## src/rtl/if_prefetch.sv

```systemverilog
`default_nettype none
// ============================================================================
// if_prefetch : sequential instruction fetch into a 1-cycle imem, buffered in
//               a DEPTH-entry {inst, pc} FIFO and handed to decode (valid/ready)
// Revision    : 1.0
// ============================================================================
module if_prefetch #(
  parameter int          DEPTH    = 4,
  parameter logic [31:0] RESET_PC = 32'hBFC0_0000
) (
  input  logic        clk_i,
  input  logic        reset_i,
  output logic        imem_en_o,
  output logic [31:0] imem_addr_o,
  input  logic [31:0] imem_rdata_i,
  output logic        inst_valid_o,
  output logic [31:0] inst_o,
  output logic [31:0] inst_pc_o,
  input  logic        inst_ready_i,
  input  logic        redirect_valid_i,
  input  logic [31:0] redirect_pc_i
);

  localparam int            AW      = $clog2(DEPTH);
  localparam logic [AW+1:0] C_DEPTH = (AW+2)'(DEPTH);

  logic [31:0]   fetch_pc_q;
  logic          pending_q;
  logic [31:0]   pending_pc_q;
  logic          kill_q;
  logic [31:0]   inst_mem_q [DEPTH];
  logic [31:0]   pc_mem_q   [DEPTH];
  logic [AW-1:0] wr_ptr_q;
  logic [AW-1:0] rd_ptr_q;
  logic [AW:0]   count_q;

  logic w_credit;
  logic w_issue;
  logic w_push;
  logic w_pop;
  logic w_unused;

  // Credit counts the in-flight read too, so a full FIFO never has a word arriving.
  assign w_credit = ({1'b0, count_q} + {{(AW+1){1'b0}}, pending_q}) < C_DEPTH;
  assign w_issue  = !reset_i && !redirect_valid_i && w_credit;
  assign w_push   = pending_q && !kill_q && !redirect_valid_i;
  assign w_pop    = inst_valid_o && inst_ready_i;
  assign w_unused = ^redirect_pc_i[1:0];

  assign imem_en_o    = w_issue;
  assign imem_addr_o  = fetch_pc_q;
  assign inst_valid_o = (count_q != '0);
  assign inst_o       = inst_mem_q[rd_ptr_q];
  assign inst_pc_o    = pc_mem_q[rd_ptr_q];

  always_ff @(posedge clk_i or posedge reset_i) begin
    if (reset_i) begin
      fetch_pc_q   <= RESET_PC;
      pending_q    <= 1'b0;
      pending_pc_q <= '0;
      kill_q       <= 1'b0;
      wr_ptr_q     <= '0;
      rd_ptr_q     <= '0;
      count_q      <= '0;
      for (int i = 0; i < DEPTH; i++) begin
        inst_mem_q[i] <= '0;
        pc_mem_q[i]   <= '0;
      end
    end else begin
      pending_q <= w_issue;
      if (w_issue) begin
        fetch_pc_q   <= fetch_pc_q + 32'd4;
        pending_pc_q <= fetch_pc_q;
        kill_q       <= 1'b0;
      end
      if (redirect_valid_i) begin
        fetch_pc_q <= {redirect_pc_i[31:2], 2'b00};
        if (pending_q) kill_q <= 1'b1;
        wr_ptr_q   <= '0;
        rd_ptr_q   <= '0;
        count_q    <= '0;
      end else begin
        if (w_push) begin
          inst_mem_q[wr_ptr_q] <= imem_rdata_i;
          pc_mem_q[wr_ptr_q]   <= pending_pc_q;
          wr_ptr_q             <= wr_ptr_q + 1'b1;
        end
        if (w_pop) rd_ptr_q <= rd_ptr_q + 1'b1;
        case ({w_push, w_pop})
          2'b10:   count_q <= count_q + 1'b1;
          2'b01:   count_q <= count_q - 1'b1;
          default: count_q <= count_q;
        endcase
      end
    end
  end

endmodule
`default_nettype wire

```

## config.mk

```make
export PLATFORM = sky130hd
export DESIGN_NAME = if_prefetch
export DESIGN_NICKNAME = d
export VERILOG_FILES = /design/src/rtl/if_prefetch.sv
export SDC_FILE = /design/constraint.sdc
export NUM_CORES = 1
export LEC_CHECK = 0
export CAP_MARGIN = 25
export CORE_MARGIN = 3
export CORE_UTILIZATION = 44
export DETAILED_ROUTE_END_ITERATION = 16
export PLACE_DENSITY_LB_ADDON = 0.05
export SYNTH_ARGS = -nofsm -noshare
export SYNTH_HDL_FRONTEND = slang
export SYNTH_SLANG_ARGS = --single-unit
```

## constraint.sdc

```tcl
create_clock -name clk_i -period 13.1 [get_ports clk_i]
set_clock_uncertainty 0.05 [all_clocks]
set_input_delay 3.93 -clock clk_i [delete_from_list [all_inputs] [get_ports clk_i]]
set_output_delay 3.93 -clock clk_i [all_outputs]
set_load 0.05 [all_outputs]
```

==> results.md <==
- GR Layer Usage met1: 0.269
- First-pass GRT wire length: ~52000 um
- TritonCTS Buffers: 36
- Mapped Area: 14100 sq um
- Worst Setup SP: redirect_valid_i
- Fin. Hold Viols: 0
- Area Growth Syn to Fin: 21.7%
- Port Buffer Count: 159
- Die Ht: about 190 um
- Number of synthesized flops with an enable pin: 0
- Max cap viols: 0
- Area of the multi-input gates: 5800 sq um
- R2R Setup Slk: about 11 ns
- Pin count of the biggest net entering global routing: 120
- Critical path class: input port to primary output
- Die width: roughly 190 um
- Sinks on the clock net: 317
- Worst-path clk slew: 0.05 ns
- Clk root buf: clkbuf_16
- DRC violations left: 0
- Most frequent cells in the layout: 306 x dfrtp_1, 248 x mux2_2, 158 x clkdlybuf4s50_1
- RSZ-0062 raised after global routing: false
- H-Tree Depth: 2
- Crit path max fanout: 58
- CTS tree: built
- M2 GR Usage: 0.306
- Initial core utilization: 0.455
- CP Buf/Inv Count: 4
- Worst slew pin tran: 0.937 ns
- Worst slew margin: 0.375
- Seq cells post-synth: 317
- CP endpoint: imem_en_o
- Max frequency: 0.101 GHz
- Worst Setup Start Kind: input port
- Most used routing layer: met2
- Setup crit end kind: primary output
- Commonest non-fill, non-tap cell in the layout: dfrtp_1
- Gr usage total: 0.191
- Worst r2r dst: imem_addr_o[26]$_DFFE_PP1P_
- Fillers: between 2000 and 3000
- Layout cells sized above 1: 0.341
- # setup viols final: 0
- Total Wirelength: approximately 32000 um
- Tot Pwr: 0.00384 W
- Detailed Routing Iterations Pass 1: 4
- WHS: 0.447 ns
- RR Startpoint: count_q[2]$_DFFE_PP0P_
- Initial DRC Count: 332
- Core area: approximately 31000 sq um
- # resized after CTS: 0
- Placer's final routability congestion estimate: 0.797
- Routed Antenna Nets: 0
- Syn Inst Count: 994
- Setup ws final: 3.16 ns
- Later-pin clock latency in the skew report: 0.51 ns
- Vias: approximately 8600
- Distinct cells, synth: 52
- Vias in the first global route: 9217
- CP Data Arrival Time: 5.96 ns
- Max clock buf depth: 3
- Slew Viols, Final: 0
- Post-CTS Repair Setup Buffers: 0
- Hold crit path type: flip-flop to flip-flop
- Ant. Diodes: 0
- Crit path depth: 6
- Detail Placement HPWL: 19000 um
- Critical path's slowest cell: clkdlybuf4s50_1
- Worst Path Required: between 9 and 10 ns
- Synth warn: 0
- Total Neg Setup Slack: 0 ns
- Synth area leaders: dfrtp_1 55%, mux2_2 20%, mux4_2 9.9%
- Vias per cell: about 5.5
- Register area: around 8000 sq um
- Synth area leader: dfrtp_1
- Row Count: 64
- Total gr overflow: 0
- Leak Pwr: 7.66 nW
- Ports: 166
- Final worst path period share: 0.758
- Crit-path cells: buf_2, buf_4, or2_1, a311o_2, inv_2, clkdlybuf4s50_1
- Synth Flop Type: dfrtp_1
- Die area: 34300 sq um
- Delay-heaviest family, CP: buffers and inverters
- # nets final: between 1000 and 1500
- Peak VDD IR: 0.151 mV
- Post-synthesis area per instance: 14.2 sq um
- DP Worst Slack: between 3 and 4 ns
- Pwr Density: about 220 nW/um^2
- Register area share after synthesis: 0.563
- Asr flop ratio synth: 1.00
- Grt met3 use: 0.0391
- CP max stage delay: approximately 0.8 ns
- WL/cell: just over 20 um
- Area share of the largest cell type after synthesis: 0.546
- Antenna violations before repair: 1
- Hold-fix buffers, CTS: 0
- Outcome: finished, final reports clean
- Worst reg2reg path depth: 7
- Min cycle time layout: 9.94 ns
worst min path at each step:
stage                                     startpoint  slack (ns)  depth (start not counted)                         end
after floorplan           inst_mem_q[63]$_DFFE_PP0P_        0.43                          1  inst_mem_q[63]$_DFFE_PP0P_
after global placement    inst_mem_q[35]$_DFFE_PP0P_        0.43                          1  inst_mem_q[35]$_DFFE_PP0P_
after detailed placement  inst_mem_q[59]$_DFFE_PP0P_        0.44                          1  inst_mem_q[59]$_DFFE_PP0P_
after CTS                 inst_mem_q[59]$_DFFE_PP0P_        0.45                          1  inst_mem_q[59]$_DFFE_PP0P_
after global routing       pc_mem_q[123]$_DFFE_PP0P_        0.46                          1   pc_mem_q[123]$_DFFE_PP0P_
final                       pc_mem_q[51]$_DFFE_PP0P_        0.45                          1    pc_mem_q[51]$_DFFE_PP0P_
layout make-up:
type | instances | share of cell area
clock buffer | 57 | 0.0623
clock inverter | 6 | 0.00189
inverter | 10 | 0.00262
multi-input combinational | 603 | 0.337
sequential | 317 | 0.463
tap | 396 | 0.0288
timing repair buffer | 172 | 0.105
layer usage:
layer | vias to the layer above | routed length [um]
met5 | - | 18
li1 | 3906 | -
met1 | 4467 | 14900
met3 | 50 | 1540
met2 | 188 | 14700
met4 | 2 | 616
flip-flops by register name, summed over array words and instances (netlist names):
register	count
inst_mem_q	128
count_q	3
pending_q	1
pc_mem_q	120
wr_ptr_q	2
imem_addr_o	30
pending_pc_q	30
rd_ptr_q	2
kill_q	1
synth_stat cells, drive strengths merged, types with 5 or more instances:
cell type / n
dfrtp: 308
mux2: 248
nand2: 122
mux4: 62
buf: 52
o21ai: 25
nand3: 21
nor2: 19
clkbuf: 15
o311ai: 11
inv: 10
nand4: 10
dfstp: 9
nor2b: 9
and2: 6
a21oi: 5
a221o: 5
ha: 5
stage by stage:
step / cells / utilization / cell area [sq um]
floorplan: 997 / - / 14100
global placement: 1492 / 0.513 / 15900
detailed placement: 1496 / 0.516 / 16000
CTS: 1559 / 0.552 / 17100
global route: 1561 / 0.553 / 17200
finish: 1561 / 0.553 / 17200
cell families after synthesis:
| kind of cell | share of synthesized area |
|---|---|
| other | 0.000266 |
| adders and majority gates | 0.00585 |
| AOI/OAI and AO/OA | 0.0302 |
| and+or+nand+nor | 0.0696 |
| xor gates and xnor gates | 0.00434 |
| buffers and inverters | 0.0284 |
| DFF | 0.563 |
| muxes | 0.299 |
power breakdown:
part	switching, W	internal [W]	leakage [nW]
clock network	0.000385	0.000559	0.541
logic	0.000846	0.000642	2.96
registers	0.000181	0.00123	4.16
total	0.00141	0.00243	7.66
Note: power is estimated with default switching activity, not from simulation.
